`src/rtl/pin_deser_pkg.sv`:
```
// Shared types and constants for the oversampling pin deserialiser.
// Lane FSM encoding and the default frame alignment word.
package pin_deser_pkg;

  typedef enum logic {
    HUNT = 1'b0,
    LOCK = 1'b1
  } lane_state_t;

  localparam logic [7:0] SYNC_DEF = 8'hA5;

endpackage

```
`src/rtl/pin_deser_lane.sv`:
```
// One serial lane: synchroniser, edge-aligned phase counter, bit sampler,
// and HUNT/LOCK framing of W-bit words.
module pin_deser_lane
  import pin_deser_pkg::*;
#(
  parameter int unsigned W      = 8,
  parameter int unsigned OSR    = 4,
  parameter logic [W-1:0] SYNC  = W'(SYNC_DEF),
  parameter int unsigned MAXRUN = 16,
  localparam int unsigned PW    = $clog2(OSR)
) (
  input  logic          clk_i,
  input  logic          rst_i,
  input  logic          pin_i,
  output logic [W-1:0]  word_o,
  output logic          str_o,
  output logic [PW-1:0] ptime_o,
  output logic          locked_o
);

  localparam int unsigned BW = $clog2(W);
  localparam int unsigned RW = $clog2(MAXRUN + 1);
  localparam logic [PW-1:0] PH_MID = PW'(OSR / 2);
  localparam logic [PW-1:0] PH_MAX = PW'(OSR - 1);
  localparam logic [BW-1:0] B_MAX  = BW'(W - 1);
  localparam logic [RW-1:0] R_MAX  = RW'(MAXRUN);

  logic s1_q, s2_q, s3_q;
  logic edg, smp, run_hit;

  lane_state_t   state_q, state_d;
  logic [PW-1:0] ph_q, ph_d;
  logic [PW-1:0] ptime_q, ptime_d;
  logic [BW-1:0] bcnt_q, bcnt_d;
  logic [RW-1:0] run_q, run_d;
  logic [W-1:0]  shift_q, shift_d;
  logic [W-1:0]  word_q, word_d;
  logic          str_q, str_d;
  logic          locked_q;

  // Edge re-aligns the phase; a bit is taken mid-period only.
  assign edg = s2_q ^ s3_q;
  assign smp = !edg && (ph_q == PH_MID);

  always_comb begin
    ph_d    = (ph_q == PH_MAX) ? '0 : ph_q + 1'b1;
    ptime_d = ptime_q;
    run_d   = run_q;
    shift_d = shift_q;
    if (edg) begin
      ph_d    = '0;
      ptime_d = ph_q;
      run_d   = '0;
    end else if (smp) begin
      shift_d = {shift_q[W-2:0], s2_q};
      if (run_q != R_MAX) run_d = run_q + 1'b1;
    end
  end

  assign run_hit = (run_d == R_MAX);

  always_comb begin
    state_d = state_q;
    bcnt_d  = bcnt_q;
    word_d  = word_q;
    str_d   = 1'b0;
    unique case (state_q)
      HUNT: begin
        if (smp && shift_d == SYNC) begin
          state_d = LOCK;
          bcnt_d  = '0;
        end
      end
      LOCK: begin
        // A stuck line drops lock and abandons the partial word.
        if (run_hit) begin
          state_d = HUNT;
          bcnt_d  = '0;
        end else if (smp) begin
          if (bcnt_q == B_MAX) begin
            word_d = shift_d;
            str_d  = 1'b1;
            bcnt_d = '0;
          end else begin
            bcnt_d = bcnt_q + 1'b1;
          end
        end
      end
      default: state_d = HUNT;
    endcase
  end

  always_ff @(posedge clk_i or posedge rst_i) begin
    if (rst_i) begin
      s1_q     <= 1'b0;
      s2_q     <= 1'b0;
      s3_q     <= 1'b0;
      state_q  <= HUNT;
      ph_q     <= '0;
      ptime_q  <= '0;
      bcnt_q   <= '0;
      run_q    <= '0;
      shift_q  <= '0;
      word_q   <= '0;
      str_q    <= 1'b0;
      locked_q <= 1'b0;
    end else begin
      s1_q     <= pin_i;
      s2_q     <= s1_q;
      s3_q     <= s2_q;
      state_q  <= state_d;
      ph_q     <= ph_d;
      ptime_q  <= ptime_d;
      bcnt_q   <= bcnt_d;
      run_q    <= run_d;
      shift_q  <= shift_d;
      word_q   <= word_d;
      str_q    <= str_d;
      locked_q <= (state_d == LOCK);
    end
  end

  assign word_o   = word_q;
  assign str_o    = str_q;
  assign ptime_o  = ptime_q;
  assign locked_o = locked_q;

endmodule

```
`src/rtl/pin_deser.sv`:
```
// Multi-lane oversampling deserialiser: NCH independent lanes packed
// side by side on the output buses.
module pin_deser
  import pin_deser_pkg::*;
#(
  parameter int unsigned NCH    = 2,
  parameter int unsigned W      = 8,
  parameter int unsigned OSR    = 4,
  parameter logic [W-1:0] SYNC  = W'(SYNC_DEF),
  parameter int unsigned MAXRUN = 16,
  localparam int unsigned PW    = $clog2(OSR)
) (
  input  logic              clk,
  input  logic              rst,
  input  logic [NCH-1:0]    pin_in,
  output logic [NCH*W-1:0]  word_out,
  output logic [NCH-1:0]    str,
  output logic [NCH*PW-1:0] ptime,
  output logic [NCH-1:0]    locked
);

  for (genvar n = 0; n < NCH; n++) begin : g_lane
    pin_deser_lane #(
      .W      (W),
      .OSR    (OSR),
      .SYNC   (SYNC),
      .MAXRUN (MAXRUN)
    ) u_lane (
      .clk_i    (clk),
      .rst_i    (rst),
      .pin_i    (pin_in[n]),
      .word_o   (word_out[n*W +: W]),
      .str_o    (str[n]),
      .ptime_o  (ptime[n*PW +: PW]),
      .locked_o (locked[n])
    );
  end

endmodule

```
`config.mk`:
```
export PLATFORM = sky130hd
export DESIGN_NAME = pin_deser
export DESIGN_NICKNAME = d
export VERILOG_FILES = /design/src/rtl/pin_deser_pkg.sv /design/src/rtl/pin_deser_lane.sv /design/src/rtl/pin_deser.sv
export SDC_FILE = /design/constraint.sdc
export NUM_CORES = 1
export LEC_CHECK = 0
export BUFFER_PORTS_ARGS = -buffer_cell sky130_fd_sc_hd__buf_4
export CORE_MARGIN = 8
export CORE_UTILIZATION = 55
export DETAILED_ROUTE_END_ITERATION = 8
export GPL_TIMING_DRIVEN = 0
export PLACE_DENSITY = 0.75
export REMOVE_ABC_BUFFERS = 1
export SETUP_SLACK_MARGIN = 0.15
export SYNTH_ARGS = -nofsm -noshare
export SYNTH_HDL_FRONTEND = slang
export SYNTH_SLANG_ARGS = --single-unit
```
`constraint.sdc`:
```
create_clock -name clk -period 2.5 [get_ports clk]
set_input_delay 0.375 -clock clk [delete_from_list [all_inputs] [get_ports clk]]
set_output_delay 0.375 -clock clk [all_outputs]
set_load 0.02 [all_outputs]
```
Yosys cells after proc, flatten, opt, wreduce, memory -nomap -nowiden
Cells that the tools add are included.
W data, S select, Z words.
- bits in registers: 66
- bits of input ports: 4
- output and inout port bits: 24
- logic and storage cells: 98
- $add $sub $neg: 6
- equal/unequal tests: 16
- muxes and demuxes: 38
- bitwise operators: 6
- reductions and logical operators: 10
- operators with widths (kind ; count):
    $mux W8 ; 4
    $mux W5 ; 6
    $mux W3 ; 8
    $eq A8 B8 Y1 const B ; 2
    $mux W1 ; 12
    $pmux W3 S2 ; 2
    $add A5 B1 Y5 const B ; 2
    $eq A5 B5 Y1 const B ; 2
    $ne A5 B5 Y1 const B ; 2
    $eq A2 B2 Y1 const B ; 4
    $mux W2 ; 4
    $reduce_and A4 Y1 ; 2
    $add A3 B1 Y3 const B ; 2
    $eq A3 B3 Y1 const B ; 2
    $ne A3 B1 Y1 const B ; 2
    $add A2 B1 Y2 const B ; 2
    $logic_and A1 B1 Y1 ; 4
    $ne A2 B1 Y1 const B ; 2
    $not A1 Y1 ; 4
    $pmux W1 S2 ; 2
    $reduce_and A2 Y1 ; 2
    $logic_not A1 Y1 ; 2
    $xor A1 B1 Y1 ; 2

Longest topological paths before layout
Gate-level depths: netlist of run 1.
- word-level depth: 9
- mapped depth: 9
- gate-level depth less buffers: 7

By module
From an unflattened synthesis of run 1, not the netlist that was laid out.
- cells, all modules: 286
- area, all modules: 3123.0 sq um
- by module, submodules not included (module ; instances ; cells an instance ; area an instance (sq um) ; seq. area each (sq um)):
    pin_deser_lane ; 2 ; 143 ; 1561.5 ; 800.8

Worst setup path before layout of run 1
Ideal clock, no wire load.
- path kind: reg-to-reg
- start point: register g_lane[1].u_lane.ph_q[0]
- end point: register g_lane[1].u_lane.word_q[1]
- setup time: 125 ps
- data arrival time: 2034 ps
- data required time: 2375 ps
- slack: 341 ps
- cell stages (with the launch flop): 10
- path buffers: 2
- period minus slack after synthesis: 2159 ps
- path through: dfrtp_1 > inv_1 > ha_1 > buf_6 > or3_1 > o21ai_0 > nand3_1 > o2111a_1 > buf_6 > mux2_4
- cells in the longest elaborated chain, start to end: 7
- elaborated cells on any way between the ends: 9
- classes of those cells: eq/ne (2); mux (4); bitwise (1); reduce/logical (2)
- ends and longest elaborated chain (element ; RTL line ; RTL):
    start: declaration ; pin_deser_lane.sv:32 ; logic [PW-1:0] ph_q, ph_d;
    start signal: assignment ; pin_deser_lane.sv:112 ; ph_q <= ph_d;
    $eq A2 B2 Y1 (*) ; pin_deser_lane.sv:43 ; assign smp = !edg && (ph_q == PH_MID);
    $logic_and A1 B1 Y1 (*) ; pin_deser_lane.sv:43 ;
    $mux W5 ; pin_deser_lane.sv:54 ; end else if (smp) begin
    $mux W5 ; pin_deser_lane.sv:50 ; if (edg) begin
    $eq A5 B5 Y1 ; pin_deser_lane.sv:60 ; assign run_hit = (run_d == R_MAX);
    $not A1 Y1 (no line) ; n/a ;
    $reduce_and A4 Y1 (no line) ; n/a ;
    end signal: assignment ; pin_deser_lane.sv:117 ; word_q <= word_d;
    end: declaration ; pin_deser_lane.sv:37 ; logic [W-1:0] word_q, word_d;
Mark *: on every way between the ends. The rest lies on a longest branch, timed or not.
A chain may end at the register's enable or synchronous reset.

Worst setup path after layout of run 1
- start point: register g_lane[1].u_lane.ph_q[0]
- end point: register g_lane[1].u_lane.word_q[4]
Same word-level chain as after synthesis.

==> results of run 1 <==
[cells by family after synthesis]
group / count (synthesis)
and+or+nand+nor: 68
DFF: 64
AOI/OAI and AO/OA: 39
muxes: 29
buffers and inverters: 21
xor gates and xnor gates: 12
adders and majority gates: 12
[worst max-delay path: cells and delay by family (launching register included)]
kind	cells	cell delay (ns)
buffers and inverters	3	0.43
AO/OA/AOI/OAI	2	0.42
AND/OR/NAND/NOR	1	0.42
flip-flops	1	0.39
multiplexers	1	0.30
adder cells (fa/ha/maj)	1	0.21
[per-stage QoR]
stage / area (um^2) / setup WS (ns)
detailed placement: 3270 / -0.139
CTS: 3520 / 0.184
floorplan: 2950 / 0.165
global placement: 3250 / -0.240
finish: 3600 / 0.207
global route: 3600 / 0.136
[what timing repair did]
item | 4_1_cts | 5_1_grt
gates resized for setup | 6 | 6
endpoints found under the hold margin | 0 | 0
gates cloned | 0 | 0
endpoints found under the setup margin | 16 | 12
buffers inserted | 3 | 7
pin swaps | 2 | 2
[final cells by class]
class                           instances  area, um^2  area share (%)
Clock inverter                          4        45.0            1.25
Sequential cell                        64        1600            44.5
Inverter                               12        48.8            1.35
Tap cell                               72        90.1            2.50
Multi-Input combinational cell        160        1360            37.7
Clock buffer                           12         135            3.75
Timing Repair Buffer                   38         323            8.96
[flip-flops by register name, summed over array words and instances (netlist names)]
name / flops
g_lane.u_lane.state_q: 2
g_lane.u_lane.s1_q: 2
g_lane.u_lane.str_o: 2
g_lane.u_lane.s2_q: 2
g_lane.u_lane.word_o: 16
g_lane.u_lane.ph_q: 4
g_lane.u_lane.shift_q: 14
g_lane.u_lane.s3_q: 2
g_lane.u_lane.ptime_o: 4
g_lane.u_lane.bcnt_q: 6
g_lane.u_lane.run_q: 10
[cells in the mapped netlist (all sizes together) (4+ instances only)]
master,n
xor2,7
a21oi,7
buf,9
o2111ai,4
o21ai,11
ha,12
xnor2,5
nor2,14
nand4,4
dfrtp,64
nand2,21
nand3,6
inv,12
mux2,27
[power by group through the flow]
stage               registers, W  logic (W)  clock network [W]
global route             0.00133   0.000507           0.000896
finish                   0.00131   0.000459           0.000835
global placement         0.00131   0.000382                  0
detailed placement       0.00132   0.000403                  0
floorplan                0.00130   0.000288                  0
CTS                      0.00130   0.000428           0.000853
[layer usage]
metal | vias up | routed length (um) | GRT usage, % | share of wire [%]
met5 | - | 0 | 0 | 0
met4 | 0 | 125 | 8.88 | 2.2
met3 | 12 | 236 | 4.57 | 4.2
met2 | 36 | 2790 | 22.8 | 50
met1 | 1011 | 2460 | 15.3 | 44
li1 | 959 | - | - | -
[cells in the final DEF, fill, tap and decap left out, drive strengths merged, types with 2 or more instances in the layout]
cell type	instances
dfrtp	64
buf	38
mux2	27
nand2	21
nor2	14
ha	12
clkbuf	12
inv	11
o21ai	11
a21oi	7
xor2	7
nand3	6
xnor2	5
nand4	4
o2111ai	4
and3	3
a32o	3
nor3	3
o311ai	3
clkinv	3
nor4bb	3
and2	3
or3	3
nand2b	2
nor4b	2
mux2i	2
[final timing paths]
check	from	end	slack (ns)	depth (start not counted)
setup / recovery	g_lane[1].u_lane.ph_q[0]	g_lane[1].u_lane.word_o[4]	0.21	8
hold / removal	rst	g_lane[0].u_lane.run_q[4]	0.04	2
setup reg to reg	g_lane[1].u_lane.ph_q[0]	g_lane[1].u_lane.word_o[4]	0.21	8
hold reg to reg	g_lane[1].u_lane.s1_q	g_lane[1].u_lane.s2_q	0.36	0
max in group asynchronous	rst	g_lane[1].u_lane.run_q[1]	1.86	3
min in group clk	pin_in[1]	g_lane[1].u_lane.s1_q	0.14	1
==> run_results.csv, run 1 <==
group,metric,value,unit
status,status,"finished, final reports clean",
global_routing,antenna_found_initial,0,
sta,finalSetupViolations,0,
synth,synth_area_leader_cell,"dfrtp_1",
final_layout,stdcell_count,362,
synth,synth_edf_count,0,
clock_network,clkSinkCount,64,
floorplanning,core_area,5410,um^2
global_routing,grt_max_degree,45,
synth,synth_top_family_by_area,"simple AND/OR/NAND/NOR gates",
global_routing,grt_pass1_wl,9140,um
floorplanning,pin_count,28,
drt,drt_iter0_drc,74,
setup_path,critPathKind,"flip-flop to flip-flop",
setup_path,cp_slowest_stage_delay,0.42,ns
pwr,clock_power_share,32.1,%
synth,synthTopCellsByArea,"dfrtp_1 (53%), mux2_2 (6.7%), ha_1 (5.0%)",
synth,synthMuxAreaShare,11.6,%
synth,synth-adder-area-share,4.96,%
drt,ant_nets,0,
pwr,p_total,0.00260,W
setup_path,crit_chain,"inv_1 -> ha_4 -> clkinvlp_4 -> or3_4 -> o2111ai_4 -> o2111a_2 -> buf_12 -> mux2_4",
synth,async_flop_share,100,%
setup_path,end_kind,"flip-flop",
synth,avgSynthCellArea,12.4,um^2
sta,drv_slew,0,
global_routing,grt_use_total,13.9,%
synth,synth_area,3030,um^2
place,dp.final_hpwl,3720,um
place,placed_cells,336,
pwr,power.share.sequential,50.3,%
pwr,pwr-share-comb,17.7,%
drt,vias_per_cell,5.57,
sta,max_freq,436,MHz
synth,synth-compound-area-share,10.6,%
sta,tns,0,ns
pwr,power_leakage,1.71,nW
floorplanning,initial_core_util,56.0,%
synth,synth.top_cell.area_share,52.9,%
synth,synth_ff_type,"dfrtp_1",
clock_network,clk_latency,0.34,ns
drt,vias,2018,
drt,routed_wl,5620,um
synth,yosysWarningCount,0,
sta,rsz0062_at_grt,"false",
global_routing,grt_pass1_vias,1984,
setup_path,critPathRequiredTime,2.72,ns
drt,wl_per_cell,15.5,um
pwr,swShare,28.9,%
synth,syn-instance-count,245,
clock_network,htree_num_levels,3,
final_layout,final_nets,301,
sta,hold_viol_final,0,
final_layout,drive_above_1_share,32.4,%
final_layout,diodes,0,
floorplanning,rows,27,
pwr,p_per_area,722,nW/um^2
synth,synth_seq_cells,64,
sta,hold_slack,0.0417,ns
floorplanning,fp.dieW,90.2,um
global_routing,overflow,0,
clock_network,clockBufferDepth,2,
place,portBuffers,27,
sta,period_share,91.7,%
clock_network,hold_buffers,0,
pwr,ir_drop,423,uV
drt,firstDrtPassIters,4,
final_layout,final_util,66.6,%
final_layout,synthToLayoutAreaGrowth,18.9,%
clock_network,root_buffer,"clkbuf_8",
setup_path,crit_path_max_fanout,8,
sta,worst_pin_slew,0.777,ns
synth,synth_xor_area_share,3.72,%
setup_path,cp_slowest_cell,"or3_4",
hold_path,min_path_type,"input port to async pin",
floorplanning,die_area,8140,um^2
sta,slew_headroom,48.0,%
setup_path,crit_arrival,2.52,ns
final_layout,fill_cells,401,
synth,synth_cell_types,48,
clock_network,cts.clk_slew.worst_paths,0.07,ns
setup_path,start_kind,"flip-flop",
place,finalWeightedCongestion,0.779,
synth,synth_seq_area_share,52.9,%
clock_network,cts_buffers,9,
pwr,internal_power,0.00185,W
job,drv_cap,0,
synth,synth-simple-area-share,12.3,%
drt,post-route-drc-count,0,
clock_network,cts_tree,"built",
sta,period_needed,2.29,ns
sta,clock_skew,0.00708,ns
floorplanning,die_h,90.2,um
pwr,p_sw,0.000752,W
Note: power is estimated with default switching activity, not from simulation.
==> inputs of run 2 (changes only) <==
Settings changed: CAP_MARGIN from default to 20, CORE_UTILIZATION 55 to 45, MAX_ROUTING_LAYER from default to met4, PLACE_DENSITY 0.75 to default.
==> run_results.csv, run 2 (synthesis results as in run 1) <==
group,metric,value,unit
pwr,swShare,29.0,%
global_routing,overflow,0,
sta,hold_viol_final,0,
clock_network,root_buffer,"clkbuf_8",
place,dp.final_hpwl,3680,um
pwr,power.share.sequential,49.4,%
drt,drt_iter0_drc,33,
pwr,ir_drop,382,uV
pwr,power_leakage,1.70,nW
setup_path,crit_arrival,2.41,ns
drt,vias_per_cell,5.34,
sta,rsz0062_at_grt,"false",
drt,routed_wl,5430,um
job,drv_cap,0,
clock_network,cts.clk_slew.worst_paths,0.07,ns
global_routing,antenna_found_initial,0,
global_routing,grt_pass1_vias,1959,
floorplanning,pin_count,28,
final_layout,final_nets,296,
setup_path,crit_path_max_fanout,10,
status,status,"finished, final reports clean",
drt,firstDrtPassIters,4,
clock_network,cts_tree,"built",
clock_network,hold_buffers,0,
drt,vias,1949,
setup_path,end_kind,"flip-flop",
final_layout,diodes,0,
floorplanning,fp.dieW,98.0,um
sta,clock_skew,0.00528,ns
clock_network,cts_buffers,9,
pwr,clock_power_share,33.6,%
final_layout,final_common_cell,"dfrtp_1",
final_layout,largest_reg_flops,16,
sta,max_freq,457,MHz
sta,slew_headroom,45.4,%
setup_path,critPathRequiredTime,2.73,ns
pwr,pwr-share-comb,16.9,%
final_layout,final_cell_mix,"dfrtp_1 (63), buf_4 (30), nand2_1 (20)",
global_routing,grt_use_total,12.5,%
global_routing,grt_pass1_wl,9470,um
final_layout,final_util,54.1,%
floorplanning,die_h,98.0,um
drt,wl_per_cell,14.9,um
clock_network,clkSinkCount,64,
clock_network,clk_latency,0.34,ns
setup_path,critPathKind,"flip-flop to flip-flop",
final_layout,synthToLayoutAreaGrowth,18.7,%
pwr,internal_power,0.00188,W
global_routing,grt_max_degree,40,
hold_path,min_path_type,"input port to flip-flop",
clock_network,htree_num_levels,3,
pwr,p_total,0.00264,W
floorplanning,rows,30,
sta,period_needed,2.19,ns
clock_network,clockBufferDepth,2,
place,finalWeightedCongestion,0.752,
setup_path,start_kind,"flip-flop",
sta,finalSetupViolations,0,
setup_path,ff2ff_setup_slack,0.31,ns
sta,hold_slack,0.139,ns
drt,ant_nets,0,
floorplanning,die_area,9610,um^2
floorplanning,initial_core_util,45.6,%
floorplanning,core_area,6640,um^2
pwr,p_sw,0.000767,W
place,portBuffers,27,
final_layout,drive_above_1_share,31.9,%
sta,period_share,87.5,%
drt,post-route-drc-count,0,
pwr,p_per_area,735,nW/um^2
sta,worst_pin_slew,0.818,ns
sta,drv_slew,0,
## run 2: cell types whose count changed in the layout (fill, tap and decap cells not counted), moves of 2 or more
| cell | delta |
|---|---|
| o21ai_1 | +2 |
| clkbuf_1 | -2 |
| xnor2_2 | +2 |
| xnor2_1 | -2 |
| buf_4 | -5 |
## run 2: path summary, 6_finish.rpt
kind                                          start                    endpoint  depth (start not counted)
setup / recovery           g_lane[1].u_lane.ph_q[0]  g_lane[1].u_lane.word_o[5]                          8
hold / removal                            pin_in[0]       g_lane[0].u_lane.s1_q                          1
setup reg to reg           g_lane[1].u_lane.ph_q[0]  g_lane[1].u_lane.word_o[5]                          8
hold reg to reg               g_lane[1].u_lane.s1_q       g_lane[1].u_lane.s2_q                          0
max in group asynchronous                       rst   g_lane[0].u_lane.run_q[0]                          3
min in group asynchronous                       rst  g_lane[0].u_lane.word_o[3]                          2
## run 2: routing by layer
metal	vias to the layer above	part of all wire (%)	GRT usage [%]
met5	-	0	-
met4	0	1.2	3.96
met3	8	4.4	4.91
met2	37	47	19.3
met1	962	47	14.7
li1	942	-	-
## run 2: metrics by stage
step | instances | setup TNS (ns) | setup slack (ns) | area [um^2]
6_report | 365 | 0 | 0.313 | 3590
3_5_place_dp | 344 | -1.92 | -0.218 | 3280
2_1_floorplan | 236 | 0 | 0.165 | 2950
5_1_grt | 365 | 0 | 0.174 | 3590
4_1_cts | 363 | 0 | 0.189 | 3530
3_3_place_gp | 343 | -21.86 | -0.324 | 3260
## run 2: cell type report
type	count	area, um^2
sequential	64	1600
fill	596	3050
timing repair buffer	33	285
tap	80	100
inverter	12	45.0
clock buffer	11	141
multi-input combinational	160	1360
clock inverter	5	56.3
## run 2: what timing repair did
action                                 in CTS  in global routing
gates cloned                                0                  0
pin swaps                                   3                  2
setup endpoints to repair                  16                 21
gates resized for setup                     3                 10
endpoints found under the hold margin       0                  0
setup buffers                               3                  2
## run 2: critical path: stages, from the launching register on
cell and delay (ns):
dfrtp_1 0.40, inv_1 0.12, ha_4 0.21, inv_1 0.14, or3_1 0.40, o2111ai_2 0.10, o2111a_2 0.27, buf_12 0.14
mux2_4 0.29
## run 2: power by group through the flow
| stage | Sequential [W] | Combinational (W) | Clock [W] |
|---|---|---|---|
| 3_3_place_gp | 0.00131 | 0.000390 | 0 |
| 2_1_floorplan | 0.00130 | 0.000288 | 0 |
| 5_1_grt | 0.00133 | 0.000503 | 0.000966 |
| 3_5_place_dp | 0.00132 | 0.000403 | 0 |
| 6_report | 0.00131 | 0.000447 | 0.000889 |
| 4_1_cts | 0.00130 | 0.000409 | 0.000916 |
==> inputs of run 3 (changes only) <==
Settings changed: CELL_PAD_IN_SITES_DETAIL_PLACEMENT from default to 1, CELL_PAD_IN_SITES_GLOBAL_PLACEMENT from default to 2, CORE_ASPECT_RATIO from default to 0.5, CORE_UTILIZATION 45 to 40, PLACE_DENSITY_LB_ADDON from default to 0.1.
==> run_results.csv, run 3 (synthesis results as in run 1) <==
group,metric,value,unit
final_layout,final_nets,297,
hold_path,min_path_type,"input port to flip-flop",
final_layout,final_common_cell,"dfrtp_1",
pwr,p_total,0.00298,W
sta,rsz0062_at_grt,"false",
floorplanning,initial_core_util,41.4,%
setup_path,r2r-start,"g_lane[1].u_lane.ph_q[0]",
sta,hold_viol_final,0,
place,portBuffers,27,
setup_path,crit_arrival,2.43,ns
final_layout,diodes,0,
clock_network,clkSinkCount,64,
drt,drt_iter0_drc,62,
sta,finalSetupViolations,0,
pwr,p_per_area,801,nW/um^2
setup_path,end_kind,"flip-flop",
floorplanning,die_h,77.5,um
pwr,ir_drop,353,uV
global_routing,grt_pass1_wl,11000,um
setup_path,start_kind,"flip-flop",
clock_network,cts_tree,"built",
setup_path,critPathLaunch,"g_lane[1].u_lane.ph_q[0]",
clock_network,cts.clk_slew.worst_paths,0.05,ns
final_layout,final_util,50.8,%
final_layout,largest_reg_flops,16,
global_routing,grt_max_degree,36,
global_routing,overflow,0,
clock_network,clk_latency,0.32,ns
final_layout,final_cell_mix,"dfrtp_1 (62), buf_4 (31), nand2_1 (21)",
pwr,power_leakage,1.74,nW
sta,worst_pin_slew,0.685,ns
clock_network,htree_num_levels,3,
drt,firstDrtPassIters,4,
place,pre_cts_slack,-0.324,ns
drt,ant_nets,0,
global_routing,grt_use_total,13.0,%
sta,slew_headroom,54.2,%
setup_path,cp_slowest_cell,"or3_1",
final_layout,synthToLayoutAreaGrowth,22.7,%
drt,wl_per_cell,16.8,um
drt,routed_wl,6410,um
setup_path,critPathKind,"flip-flop to flip-flop",
final_layout,drive_above_1_share,32.5,%
sta,period_share,89.2,%
clock_network,root_buffer,"clkbuf_16",
sta,clock_skew,0.00648,ns
setup_path,cp_slowest_stage_delay,0.40,ns
floorplanning,fp.dieW,139,um
floorplanning,rows,22,
global_routing,grt_pass1_vias,2173,
drt,post-route-drc-count,0,
setup_path,cp_top_family,"buffers and inverters",
place,dp.final_hpwl,4460,um
setup_path,crit_path_max_fanout,8,
clock_network,cts_buffers,9,
floorplanning,pin_count,28,
status,status,"finished, final reports clean",
drt,vias,2009,
sta,max_freq,449,MHz
setup_path,crit_chain,"inv_1 -> ha_4 -> clkinvlp_4 -> or3_1 -> o2111ai_2 -> o2111a_2 -> buf_12 -> mux2_4",
floorplanning,core_area,7320,um^2
sta,drv_slew,0,
clock_network,clockBufferDepth,2,
floorplanning,die_area,10800,um^2
drt,vias_per_cell,5.26,
sta,period_needed,2.23,ns
sta,fin_ws,0.271,ns
place,finalWeightedCongestion,0.716,
setup_path,critPathRequiredTime,2.70,ns
hold_path,hp-start,"pin_in[0]",
setup_path,critPathBufInv,3,
global_routing,antenna_found_initial,0,
clock_network,hold_buffers,0,
job,drv_cap,0,
[run 3: path summary, 6_finish.rpt]
path | end | slack, ns | depth (start not counted)
hold / removal | g_lane[0].u_lane.s1_q | 0.16 | 1
min in group asynchronous | g_lane[0].u_lane.word_o[5] | 0.17 | 2
hold reg to reg | g_lane[0].u_lane.s2_q | 0.34 | 0
max in group asynchronous | g_lane[1].u_lane.word_o[2] | 1.72 | 3
setup reg to reg | g_lane[1].u_lane.word_o[6] | 0.27 | 8
setup / recovery | g_lane[1].u_lane.word_o[6] | 0.27 | 8
[run 3: repair_timing]
action                     CTS  global route
pin swaps                    2             2
setup buffers                2             4
gates resized for setup      5            11
setup endpoints to repair   20            18
[run 3: layout make-up]
cell class | count | area, um^2
repair buffers | 34 | 293
inverters | 12 | 48.8
clock buffers | 12 | 236
multi-input cells | 160 | 1370
fillers | 771 | 3610
clock inverters | 4 | 45.0
flip-flops and latches | 64 | 1600
well taps | 96 | 120
[run 3: layer usage]
layer | vias to the layer above | share of wire, % | global-route usage (%)
met5 | - | 0 | -
met4 | 0 | 0.86 | 3.91
met3 | 5 | 3.3 | 4.76
met2 | 17 | 51 | 22.0
met1 | 1042 | 45 | 14.3
li1 | 945 | - | -
[run 3: where the power goes]
part | total [W] | leakage [nW] | switching (W) | internal, W
logic | 0.000472 | 0.756 | 0.000246 | 0.000227
clock network | 0.00119 | 0.140 | 0.000420 | 0.000766
registers | 0.00132 | 0.847 | 0.000145 | 0.00117
total | 0.00298 | 1.74 | 0.000810 | 0.00217
[run 3: per-stage QoR]
step / hold WS (ns) / setup TNS (ns) / instance area, um^2 / cells
2_1_floorplan: 0.331 / 0 / 2950 / 236
3_3_place_gp: 0.337 / -19.59 / 3280 / 359
3_5_place_dp: 0.336 / -2.55 / 3300 / 360
4_1_cts: 0.151 / 0 / 3620 / 378
5_1_grt: 0.143 / 0 / 3720 / 382
6_report: 0.164 / 0 / 3720 / 382
